[config.mk]
export PLATFORM = sky130hd
export DESIGN_NAME = uart_crc_rx_framer
export DESIGN_NICKNAME = d
export VERILOG_FILES = /design/src/rtl/uart_crc_pkg.sv /design/src/rtl/crc8_byte.sv /design/src/rtl/uart_crc_rx_framer.sv
export SDC_FILE = /design/constraint.sdc
export NUM_CORES = 1
export LEC_CHECK = 0
export CAP_MARGIN = 15
export CORE_MARGIN = 8
export CORE_UTILIZATION = 40
export DETAILED_ROUTE_END_ITERATION = 12
export DONT_BUFFER_PORTS = 1
export PLACE_DENSITY = 0.57
export SKIP_LAST_GASP = 1
export SYNTH_ARGS = -nofsm -noshare
export SYNTH_HDL_FRONTEND = slang
export SYNTH_SLANG_ARGS = --single-unit
[constraint.sdc]
create_clock -name clk_master -period 7.5 [get_ports clk_master]
set_input_delay 1.875 -clock clk_master [delete_from_list [all_inputs] [get_ports clk_master]]
set_output_delay 1.875 -clock clk_master [all_outputs]
set_load 0.01 [all_outputs]
[src/rtl/uart_crc_pkg.sv]
// Shared definitions for the UART CRC packet reader and writer: state encoding,
// CRC-8 defaults and the bitwise CRC-8 update.
package uart_crc_pkg;

  localparam logic [1:0] S_IDLE    = 2'd0;
  localparam logic [1:0] S_PAYLOAD = 2'd1;
  localparam logic [1:0] S_CRC     = 2'd2;
  localparam logic [1:0] S_DRAIN   = 2'd3;

  typedef enum logic [1:0] {
    ST_IDLE    = S_IDLE,
    ST_PAYLOAD = S_PAYLOAD,
    ST_CRC     = S_CRC,
    ST_DRAIN   = S_DRAIN
  } state_t;

  localparam logic [7:0] CRC8_POLY_DEFAULT = 8'h07;
  localparam logic [7:0] CRC8_INIT_DEFAULT = 8'h00;

  // MSB-first, unreflected, no final xor
  function automatic logic [7:0] crc8_step(input logic [7:0] crc,
                                           input logic [7:0] data,
                                           input logic [7:0] poly);
    logic [7:0] c;
    c = crc;
    for (int i = 7; i >= 0; i--) begin
      c = {c[6:0], 1'b0} ^ ((c[7] ^ data[i]) ? poly : 8'h00);
    end
    return c;
  endfunction

endpackage

[src/rtl/crc8_byte.sv]
// Combinational CRC-8 update of one byte; shared by the RX framer and the TX writer.
module crc8_byte
  import uart_crc_pkg::*;
#(
  parameter logic [7:0] POLY = CRC8_POLY_DEFAULT
) (
  input  logic [7:0] crc_i,
  input  logic [7:0] data_i,
  output logic [7:0] crc_o
);

  assign crc_o = crc8_step(crc_i, data_i, POLY);

endmodule

[src/rtl/uart_crc_rx_framer.sv]
// Collects [LEN][PAYLOAD][CRC8] frames from UART_RX and releases the payload only on good CRC.
// Optional inter-byte timeout is compiled in with UART_RX_TIMEOUT_EN.
module uart_crc_rx_framer
  import uart_crc_pkg::*;
#(
  parameter int         MAX_LEN    = 16,
  parameter logic [7:0] CRC_POLY   = CRC8_POLY_DEFAULT,
  parameter logic [7:0] CRC_INIT   = CRC8_INIT_DEFAULT,
  parameter int         TIMEOUT_CY = 2048
) (
  input  logic       clk_master,
  input  logic       rst_i,
  input  logic       en_i,
  input  logic [7:0] rx_data_i,
  input  logic       rx_done_i,
  output logic [7:0] data_o,
  output logic       data_valid_o,
  input  logic       data_ready_i,
  output logic       data_last_o,
  output logic       pkt_done_o,
  output logic       crc_ok_o,
  output logic       crc_err_o,
  output logic       frame_err_o,
  output logic       overrun_o,
  output logic       busy_o
);

  localparam int CW = (MAX_LEN > 1) ? $clog2(MAX_LEN) : 1;

  state_t        state_q, state_d;
  logic [CW-1:0] cnt_q, cnt_d;
  logic [CW-1:0] last_q, last_d;
  logic [7:0]    crc_q, crc_d;
  logic [7:0]    buf_q [MAX_LEN];
  logic [7:0]    buf_d [MAX_LEN];
  logic          pkt_done_q, pkt_done_d;
  logic          crc_ok_q, crc_ok_d;
  logic          crc_err_q, crc_err_d;
  logic          frame_err_q, frame_err_d;
  logic          overrun_q, overrun_d;

  logic [7:0]    crc_base;
  logic [7:0]    crc_next;
  logic          len_ok;
  logic          at_last;

`ifdef UART_RX_TIMEOUT_EN
  localparam int TW = $clog2(TIMEOUT_CY + 1);
  logic [TW-1:0] tmo_q, tmo_d;
  logic          tmo_expire;
  assign tmo_expire = (tmo_q == TW'(TIMEOUT_CY - 1));
`else
  logic unused_tmo_cfg;
  assign unused_tmo_cfg = ^TIMEOUT_CY;
`endif

  assign crc_base = (state_q == ST_IDLE) ? CRC_INIT : crc_q;

  crc8_byte #(.POLY(CRC_POLY)) u_crc8 (
    .crc_i  (crc_base),
    .data_i (rx_data_i),
    .crc_o  (crc_next)
  );

  assign len_ok  = (rx_data_i != 8'h00) && (int'(rx_data_i) <= MAX_LEN);
  assign at_last = (cnt_q == last_q);

  always_comb begin
    state_d     = state_q;
    cnt_d       = cnt_q;
    last_d      = last_q;
    crc_d       = crc_q;
    buf_d       = buf_q;
    pkt_done_d  = 1'b0;
    crc_ok_d    = 1'b0;
    crc_err_d   = 1'b0;
    frame_err_d = 1'b0;
    overrun_d   = 1'b0;
`ifdef UART_RX_TIMEOUT_EN
    tmo_d       = '0;
`endif

    if (!en_i) begin
      // Silent abort; a strobe in this cycle is ignored as well.
      state_d = ST_IDLE;
      cnt_d   = '0;
      crc_d   = CRC_INIT;
    end else begin
      unique case (state_q)
        ST_IDLE: begin
          if (rx_done_i) begin
            if (len_ok) begin
              last_d  = CW'(rx_data_i - 8'd1);
              cnt_d   = '0;
              crc_d   = crc_next;
              state_d = ST_PAYLOAD;
            end else begin
              frame_err_d = 1'b1;
            end
          end
        end
        ST_PAYLOAD: begin
          if (rx_done_i) begin
            buf_d[cnt_q] = rx_data_i;
            crc_d        = crc_next;
            if (at_last) begin
              state_d = ST_CRC;
            end else begin
              cnt_d = cnt_q + 1'b1;
            end
          end
        end
        ST_CRC: begin
          if (rx_done_i) begin
            pkt_done_d = 1'b1;
            cnt_d      = '0;
            crc_d      = CRC_INIT;
            if (rx_data_i == crc_q) begin
              crc_ok_d = 1'b1;
              state_d  = ST_DRAIN;
            end else begin
              crc_err_d = 1'b1;
              state_d   = ST_IDLE;
            end
          end
        end
        ST_DRAIN: begin
          overrun_d = rx_done_i;
          if (data_ready_i) begin
            if (at_last) begin
              cnt_d   = '0;
              state_d = ST_IDLE;
            end else begin
              cnt_d = cnt_q + 1'b1;
            end
          end
        end
      endcase

`ifdef UART_RX_TIMEOUT_EN
      // Counts idle cycles between strobes while a frame is being received.
      if ((state_q == ST_PAYLOAD || state_q == ST_CRC) && !rx_done_i) begin
        tmo_d = tmo_q + 1'b1;
        if (tmo_expire) begin
          tmo_d       = '0;
          frame_err_d = 1'b1;
          state_d     = ST_IDLE;
          cnt_d       = '0;
          crc_d       = CRC_INIT;
        end
      end
`endif
    end
  end

  always_ff @(posedge clk_master or posedge rst_i) begin
    if (rst_i) begin
      state_q     <= ST_IDLE;
      cnt_q       <= '0;
      last_q      <= '0;
      crc_q       <= CRC_INIT;
      pkt_done_q  <= 1'b0;
      crc_ok_q    <= 1'b0;
      crc_err_q   <= 1'b0;
      frame_err_q <= 1'b0;
      overrun_q   <= 1'b0;
      for (int i = 0; i < MAX_LEN; i++) begin
        buf_q[i] <= 8'h00;
      end
`ifdef UART_RX_TIMEOUT_EN
      tmo_q       <= '0;
`endif
    end else begin
      state_q     <= state_d;
      cnt_q       <= cnt_d;
      last_q      <= last_d;
      crc_q       <= crc_d;
      pkt_done_q  <= pkt_done_d;
      crc_ok_q    <= crc_ok_d;
      crc_err_q   <= crc_err_d;
      frame_err_q <= frame_err_d;
      overrun_q   <= overrun_d;
      buf_q       <= buf_d;
`ifdef UART_RX_TIMEOUT_EN
      tmo_q       <= tmo_d;
`endif
    end
  end

  assign data_valid_o = (state_q == ST_DRAIN);
  assign data_o       = data_valid_o ? buf_q[cnt_q] : 8'h00;
  assign data_last_o  = data_valid_o && at_last;
  assign pkt_done_o   = pkt_done_q;
  assign crc_ok_o     = crc_ok_q;
  assign crc_err_o    = crc_err_q;
  assign frame_err_o  = frame_err_q;
  assign overrun_o    = overrun_q;
  assign busy_o       = (state_q != ST_IDLE);

endmodule

==> results.py, run 1 <==
metrics = {
    "run_status": {
        "status": "finished, final reports clean",
    },
    "cts": {
        "cts_buffer_depth": 2,
        "cts_tree": "yes",
        "cts_hold_buf": 0,
        "clk_pin_slew_ps": 60,
        "cts_setup_buffers": 0,
        "numClockSinks": 151,
        "root_buffer": "clkbuf_16",
        "cts_resized": 0,
        "clk_latency_ps": 420,
        "htreeDepth": 4,
        "cts_buffers": 17,
    },
    "worst_setup_path": {
        "worstSetupPathType": "register to primary output",
        "worstPathRequired_ps": 5620,
        "crit_fanout": 39,
        "cp-start-kind": "register",
        "cp-end-kind": "primary output",
        "rrSetupSlack_ps": 4580,
        "worstReg2RegEnd": "buf_q[9]",
        "rr_worst_depth": 3,
        "crit_arrival_ps": 2760,
        "r2r_start": "cnt_q[2]",
    },
    "detailed_routing": {
        "drc": 0,
        "vias_per_cell": 5.51,
        "ant_nets": 0,
        "vias": 4557,
        "drt_iter0_drc": 322,
        "wl_per_cell_um": 22.4,
        "dr.pass1.iters": 4,
        "routed_wl_mm": 18.5,
    },
    "min_path": {
        "hold_class": "register to register",
        "holdPathEnd": "buf_q[121]",
        "min_path_cells": 2,
        "min_from": "buf_q[121]",
    },
    "grt": {
        "grt_max_degree": 105,
        "grt_util_all_layers_pct": 16.3,
        "antenna_found_initial": 0,
        "grt-ovfl-total": 0,
        "grt_pass1_vias": 4854,
        "grt_pass1_wl_mm": 29.1,
    },
    "final_layout": {
        "nets": 575,
        "antenna_cells": 0,
        "design_area_sq_um": 8450,
        "instances_no_fill": 827,
        "drive_above_1_share_pct": 36.7,
        "syn2layout_area_growth_pct": 9.46,
    },
    "floorplan": {
        "ioPinCount": 29,
        "rows": 51,
        "die-area_sq_um": 24000,
        "initial_core_util_pct": 40.2,
        "die_w_um": 155,
        "die_h_um": 155,
        "core_sq_um": 19200,
    },
    "placement": {
        "place_inst": 797,
        "place_area_sq_um": 7870,
        "place_congestion": 0.725,
        "pre_cts_ws_ps": 3260,
        "port_buffers": 0,
        "place_hpwl_mm": 11.5,
    },
    "yosys": {
        "syn_nets": 589,
        "yosys.area.top_type": "dfrtp_1",
        "synth_top_area_share_pct": 48.9,
        "ys_types": 49,
        "postSynthCellCount": 566,
        "ys.flop_type": "dfrtp_1",
        "yosysWarnings": 0,
        "ys_seq_elements": 151,
        "syn_avg_cell_area_sq_um": 13.6,
        "netlist_area_sq_um": 7720,
        "synth-edff-count": 0,
        "ys_seq_area_share_pct": 48.9,
        "yosys-top-cells-area": "dfrtp_1 (49%), mux2_2 (18%), mux4_2 (9.0%)",
        "synth-async-reset-ratio_pct": 100,
    },
    "power_and_ir_drop": {
        "leakagePower_nw": 3.79,
        "vdd_drop_max_uv": 152,
        "pwr_density_cell_nw_per_um2": 303,
        "p_total_w": 0.00256,
    },
    "timing": {
        "max_freq_mhz": 216,
        "fin_setup_tns_ps": 0,
        "slew_violations": 0,
        "slew_headroom_pct": 18.3,
        "fin_skew_ps": 6.90,
        "fin_crit_ps": 4640,
        "post-route-period-util_pct": 61.8,
        "worst_pin_slew_ps": 1220,
        "fin_ws_ps": 2860,
        "rsz0062_at_grt": "no",
        "setup_viol": 0,
        "hold_violations": 0,
    },
    "run": {
        "cap_viol_max_count": 0,
    },
}
-- state kept, by name, summed over array words and instances (netlist names) --
name,flops
cnt_q,4
pkt_done_o,1
overrun_o,1
crc_ok_o,1
buf_q,128
state_q,2
crc_err_o,1
crc_q,8
last_q,4
frame_err_o,1
-- how the worst max path moves through the flow --
| stage | slack, ps | to | startpoint |
|---|---|---|---|
| 5_1_grt | 2700 | data_o[0] | cnt_q[0] |
| 3_3_place_gp | 3260 | data_o[0] | cnt_q[0] |
| 4_1_cts | 2800 | data_o[0] | cnt_q[0] |
| 3_5_place_dp | 3260 | data_o[0] | cnt_q[0] |
| 2_1_floorplan | 1560 | buf_q[0] | rst_i |
| 6_report | 2860 | data_o[0] | cnt_q[0] |
-- Yosys cell counts (all sizes together), types with 7 or more instances --
| master | instances |
|---|---|
| nor2 | 28 |
| inv | 12 |
| dfrtp | 151 |
| xnor2 | 30 |
| and2 | 11 |
| clkbuf | 20 |
| mux4 | 40 |
| o21ai | 21 |
| nor3 | 7 |
| nand2 | 26 |
| mux2 | 122 |
| buf | 17 |
| ha | 10 |
| nand3 | 11 |
-- metrics by stage --
| stage | hold WS, ps | utilization (%) |
|---|---|---|
| after floorplan | 445 | - |
| after global placement | 467 | 41.0 |
| after detailed placement | 472 | 41.0 |
| after CTS | 486 | 43.9 |
| after global routing | 515 | 44.0 |
| final | 483 | 44.0 |
-- metal layers --
layer,GRT usage (%),vias up,part of all wire (%)
met5,0,-,0
met4,5.27,0,1.8
met3,4.36,24,4.7
met2,25.2,94,46
met1,22.0,2434,47
li1,-,2005,-
-- worst max-delay path, cell delays in order (launching register included) --
cell,delay [ps]
dfrtp_2,340
buf_4,580
mux4_4,720
mux4_2,460
and2_1,230
-- area by class of cell --
| type | count | area (sq um) |
|---|---|---|
| Clock buffer | 19 | 443 |
| Multi-Input combinational cell | 365 | 3680 |
| Fill cell | 1717 | 10800 |
| Tap cell | 265 | 332 |
| Sequential cell | 151 | 3780 |
| Timing Repair Buffer | 5 | 41.3 |
| Clock inverter | 10 | 125 |
| Inverter | 12 | 50.0 |
-- cell usage in the layout (no fill, tap or decap), drive strengths merged, types with 2 or more instances in the layout --
| cell type | instances |
|---|---|
| a21oi | 6 |
| a2bb2oi | 3 |
| and2 | 11 |
| and3 | 5 |
| buf | 5 |
| bufinv | 2 |
| clkbuf | 19 |
| clkinv | 5 |
| dfrtp | 151 |
| ha | 10 |
| inv | 14 |
| mux2 | 122 |
| mux2i | 3 |
| mux4 | 40 |
| nand2 | 26 |
| nand2b | 6 |
| nand3 | 11 |
| nand4 | 4 |
| nor2 | 28 |
| nor2b | 5 |
| nor3 | 7 |
| nor3b | 3 |
| nor4 | 2 |
| o21ai | 21 |
| o31ai | 2 |
| xnor2 | 30 |
| xnor3 | 2 |
| xor2 | 4 |
-- cell families after synthesis --
family	Yosys count	share of synthesized area, %
buf+inv	50	3.39
compound gates	41	3.24
xor+xnor	37	4.86
fa+ha+maj	10	1.62
flops	151	48.9
simple gates	112	7.71
mux	165	30.2
-- where the power goes --
group	internal [W]	switching (W)
sequential	0.000917	0.0000756
combinational	0.000355	0.000375
clock	0.000496	0.000340
No activity file was read; power rests on OpenSTA's default activity.
==> run 2: changes to the inputs <==
clock period = 4.45 ns   (was 7.5 ns; I/O delays follow)
==> results.py, run 2 (synthesis gave the netlist of run 1 again) <==
metrics = {
    "run_status": {
        "status": "finished, final reports clean",
    },
    "power_and_ir_drop": {
        "leakagePower_nw": 3.81,
        "vdd_drop_max_uv": 242,
        "pwr_density_cell_nw_per_um2": 515,
    },
    "detailed_routing": {
        "top_layer": "met4",
        "vias_per_cell": 5.45,
        "drt_iter0_drc": 238,
        "dr.pass1.iters": 4,
        "wl_per_cell_um": 21.4,
        "wl_met1_mm": 8.55,
        "vias": 4532,
        "routed_wl_mm": 17.8,
        "met3WireLength_um": 667,
        "drc": 0,
        "ant_nets": 0,
        "wl_met2_mm": 8.23,
    },
    "timing": {
        "post-route-period-util_pct": 92.5,
        "timing.hold.ws_ps": 491,
        "slew_headroom_pct": 31.0,
        "fin_setup_tns_ps": 0,
        "max_freq_mhz": 243,
        "hold_violations": 0,
        "rsz0062_at_grt": "no",
        "fin_skew_ps": 7.13,
        "fin_crit_ps": 4120,
        "setup_viol": 0,
        "slew_violations": 0,
        "worst_pin_slew_ps": 1030,
    },
    "worst_setup_path": {
        "crit_top_cell": "mux4_2",
        "rr_worst_depth": 5,
        "cp-end-kind": "primary output",
        "r2r_start": "cnt_q[1]",
        "cp-start-kind": "register",
        "worstPathRequired_ps": 3340,
        "rrSetupSlack_ps": 1560,
        "worstReg2RegEnd": "buf_q[72]",
        "crit_fanout": 28,
        "worst-path-buf-inv": 1,
        "path_cells": "buf_4 -> mux4_2 -> mux4_2 -> and2_1",
        "crit_arrival_ps": 3000,
        "worstSetupPathType": "register to primary output",
        "slowest_delay_ps": 920,
        "crit_family": "multiplexers",
        "cpMaxStageDelayCell": "dfrtp_2",
    },
    "grt": {
        "grt_util_all_layers_pct": 15.9,
        "grt_pass1_wl_mm": 28.6,
        "grt_max_degree": 128,
        "grt-ovfl-total": 0,
        "antenna_found_initial": 0,
        "grt_pass1_vias": 4760,
    },
    "floorplan": {
        "die_w_um": 155,
        "initial_core_util_pct": 40.2,
        "die_h_um": 155,
        "die-area_sq_um": 24000,
        "core_sq_um": 19200,
        "ioPinCount": 29,
        "rows": 51,
    },
    "cts": {
        "htreeDepth": 4,
        "clk_latency_ps": 430,
        "cts_buffers": 17,
        "cts_tree": "yes",
        "cts_buffer_depth": 2,
        "cts_setup_buffers": 0,
        "root_buffer": "clkbuf_16",
        "clk_pin_slew_ps": 60,
        "numClockSinks": 151,
        "cts_hold_buf": 0,
        "cts_resized": 0,
    },
    "placement": {
        "place_hpwl_mm": 11.5,
        "place_congestion": 0.729,
        "port_buffers": 0,
    },
    "min_path": {
        "hold_class": "register to register",
        "min_from": "buf_q[121]",
        "min_path_cells": 2,
        "holdPathEnd": "buf_q[121]",
    },
    "final_layout": {
        "syn2layout_area_growth_pct": 10.2,
        "final_cell_mix": "dfrtp_1 (150), mux2_2 (122), mux4_2 (31), xnor2_1 (29), nand2_1 (26)",
        "largest-register": "buf_q",
        "antenna_cells": 0,
        "largest_reg_flops": 128,
        "drive_above_1_share_pct": 37.3,
        "nets": 576,
        "largest_registers": "buf_q (128), crc_q (8)",
        "layout_commonest_cell": "dfrtp_1",
        "fillers": 1726,
    },
    "run": {
        "cap_viol_max_count": 0,
    },
}
## run 2: cell types whose count changed in the layout (fill, tap and decap cells not counted)
| cell | before | now |
|---|---|---|
| buf_12 | 0 | 1 |
| clkbuf_1 | 1 | 0 |
| clkbuf_8 | 1 | 3 |
| clkinv_2 | 1 | 2 |
| clkinv_4 | 4 | 2 |
| clkinvlp_4 | 1 | 3 |
| inv_8 | 0 | 1 |
## run 2: worst reg2reg max path, cell delays in order, from the launching register on
cell and delay, ps:
dfrtp_1 830, buf_4 360, ha_1 200, nand3_1 140, nor2_1 810, mux2_2 430
## run 2: worst max path at each step
stage                      start  depth (start not counted)  slack, ps         to
floorplan           rx_data_i[0]                          9       1420   cnt_q[3]
global placement        cnt_q[0]                          4        740  data_o[7]
detailed placement      cnt_q[0]                          4        720  data_o[7]
CTS                     cnt_q[0]                          4        250  data_o[7]
global route            cnt_q[0]                          4        130  data_o[7]
finish                  cnt_q[0]                          4        330  data_o[7]
## run 2: final cells by class
class	count	area (sq um)	area share, %
flip-flops and latches	151	3780	44.4
multi-input cells	365	3680	43.3
clock buffers	20	467	5.48
well taps	265	332	3.90
clock inverters	12	140	1.65
repair buffers	6	61.3	0.720
inverters	12	48.8	0.573
## run 2: layer usage
| metal | up-vias | track usage [%] |
|---|---|---|
| met5 | - | 0 |
| met4 | 0 | 5.13 |
| met3 | 29 | 3.83 |
| met2 | 67 | 23.8 |
| met1 | 2411 | 22.2 |
| li1 | 2025 | - |
## run 2: per-stage QoR
step                      setup slack, ps  std cells  area [sq um]  util (%)  total power, W
after floorplan                      1420        566          7720         -         0.00273
after global placement                740        798          7890      41.1         0.00290
after detailed placement              717        799          7900      41.1         0.00294
after CTS                             252        831          8510      44.3         0.00442
after global routing                  134        831          8510      44.3         0.00463
final                                 335        831          8510      44.3         0.00438
## run 2: power breakdown
group	switching [W]	internal (W)	total (W)
registers	0.000199	0.00154	0.00174
logic	0.000563	0.000601	0.00116
clock network	0.000592	0.000879	0.00147
==> run 3: changes to the inputs <==
==> constraint.sdc (replaced) <==
create_clock -name clk_master -period 4.45 [get_ports clk_master]
set_input_delay 0.89 -clock clk_master [delete_from_list [all_inputs] [get_ports clk_master]]
set_output_delay 0.89 -clock clk_master [all_outputs]
set_load 0.01 [all_outputs]
==> results.py, run 3 (synthesis gave the netlist of run 1 again) <==
metrics = {
    "timing": {
        "slew_violations": 0,
        "setup_viol": 0,
        "fin_skew_ps": 10.7,
        "worst_pin_slew_ps": 980,
        "rsz0062_at_grt": "no",
        "hold_violations": 0,
        "fin_setup_tns_ps": 0,
        "post-route-period-util_pct": 87.5,
        "slew_headroom_pct": 34.6,
        "max_freq_mhz": 257,
        "fin_crit_ps": 3890,
    },
    "power_and_ir_drop": {
        "swShare_pct": 31.0,
        "clock_power_share_pct": 33.6,
        "vdd_drop_max_uv": 270,
        "leakagePower_nw": 3.80,
        "pwr_density_cell_nw_per_um2": 518,
        "pwr-share-comb_pct": 26.7,
        "power_switching_w": 0.00136,
        "seq_power_share_pct": 39.6,
        "p_int_w": 0.00304,
    },
    "final_layout": {
        "drive_above_1_share_pct": 37.0,
        "largest_reg_flops": 128,
        "ff_latch_area_sq_um": 3780,
        "syn2layout_area_growth_pct": 10.0,
        "fillers": 1728,
        "design_area_sq_um": 8500,
        "final_cell_mix": "dfrtp_1 (150), mux2_2 (122), mux4_2 (31), xnor2_1 (29), nand2_1 (26)",
        "layout_commonest_cell": "dfrtp_1",
        "largest-register": "buf_q",
        "nets": 577,
        "antenna_cells": 0,
        "largest_registers": "buf_q (128), crc_q (8)",
        "multi_input_area_sq_um": 3680,
    },
    "cts": {
        "cts_setup_buffers": 0,
        "cts_resized": 0,
        "root_buffer": "clkbuf_16",
        "clk_pin_slew_ps": 60,
        "cts_buffer_depth": 2,
        "cts_hold_buf": 0,
        "clk_latency_ps": 430,
        "htreeDepth": 4,
        "cts_buffers": 17,
        "cts_tree": "yes",
        "numClockSinks": 151,
    },
    "worst_setup_path": {
        "crit_fanout": 29,
        "worstSetupPathType": "register to primary output",
        "crit_arrival_ps": 3000,
        "worstPathRequired_ps": 3560,
        "worst-path-buf-inv": 1,
        "cp-end-kind": "primary output",
        "path_cells": "buf_4 -> mux4_2 -> mux4_2 -> and2_1",
        "crit_family": "multiplexers",
        "cp-start-kind": "register",
        "rrSetupSlack_ps": 1690,
        "crit_top_cell": "mux4_2",
        "slowest_delay_ps": 920,
        "cpMaxStageDelayCell": "dfrtp_2",
    },
    "floorplan": {
        "die_w_um": 155,
        "die_h_um": 155,
        "initial_core_util_pct": 40.2,
        "die-area_sq_um": 24000,
        "rows": 51,
        "ioPinCount": 29,
        "core_sq_um": 19200,
    },
    "placement": {
        "port_buffers": 0,
        "place_area_sq_um": 7890,
        "place_congestion": 0.758,
        "place_hpwl_mm": 11.6,
    },
    "run": {
        "cap_viol_max_count": 0,
    },
    "grt": {
        "antenna_found_initial": 1,
        "grt_util_all_layers_pct": 16.1,
        "grt_pass1_wl_mm": 28.9,
        "grt_pass1_vias": 4866,
        "grt_max_degree": 76,
        "grt-ovfl-total": 0,
    },
    "detailed_routing": {
        "drc": 0,
        "vias_per_cell": 5.46,
        "drt_iter0_drc": 258,
        "ant_nets": 0,
        "dr.pass1.iters": 4,
        "routed_wl_mm": 18.0,
        "vias": 4539,
        "wl_per_cell_um": 21.6,
    },
    "min_path": {
        "hold_class": "input pin to asynchronous set/reset pin",
    },
    "run_status": {
        "status": "finished, final reports clean",
    },
}
==> run 3: cell types whose count changed in the layout (fill, tap and decap cells not counted) <==
cell / before / now
buf_12: 1 / 0
clkinv_2: 2 / 1
bufinv_16: 2 / 3
inv_6: 3 / 4
clkinvlp_4: 3 / 4
clkbuf_1: 0 / 2
inv_8: 1 / 0
clkbuf_8: 3 / 0
buf_6: 1 / 0
buf_4: 4 / 7
==> run 3: final cells by class <==
cell class | instances | share of cell area, %
clock buffers | 19 | 5.09
clock inverters | 13 | 2.00
inverters | 12 | 0.574
multi-input cells | 365 | 43.3
flip-flops and latches | 151 | 44.5
well taps | 265 | 3.90
repair buffers | 7 | 0.618
==> run 3: stage by stage <==
| stage | util, % | std cells | setup slack, ps | total power (W) | hold WS (ps) |
|---|---|---|---|---|---|
| floorplan | - | 566 | 1650 | 0.00273 | 445 |
| global placement | 41.1 | 800 | 971 | 0.00290 | 461 |
| detailed placement | 41.1 | 800 | 958 | 0.00294 | 471 |
| CTS | 44.2 | 832 | 483 | 0.00444 | 218 |
| global route | 44.2 | 832 | 352 | 0.00465 | 219 |
| finish | 44.2 | 832 | 556 | 0.00440 | 232 |
==> run 3: power groups by stage <==
stage	combinational (W)	sequential, W	clock [W]
finish	0.00118	0.00174	0.00148
global route	0.00129	0.00177	0.00158
CTS	0.00118	0.00175	0.00152
detailed placement	0.00118	0.00177	0
global placement	0.00113	0.00176	0
floorplan	0.00108	0.00165	0
==> run 3: path summary, 6_finish.rpt <==
path / startpoint / to / cells past startpoint
setup / recovery: cnt_q[0] / data_o[7] / 4
hold / removal: rst_i / buf_q[61] / 1
setup reg to reg: state_q[1] / crc_q[2] / 8
hold reg to reg: buf_q[96] / buf_q[96] / 2
max in group asynchronous: rst_i / cnt_q[0] / 2
min in group clk_master: buf_q[96] / buf_q[96] / 2
==> run 3: per-layer routing <==
| layer | GRT usage (%) | vias up | wire, um |
|---|---|---|---|
| met4 | 5.60 | 0 | 286 |
| met5 | 0 | - | 0 |
| met3 | 3.72 | 25 | 753 |
| met2 | 25.2 | 81 | 8480 |
| met1 | 21.5 | 2400 | 8450 |
| li1 | - | 2033 | - |
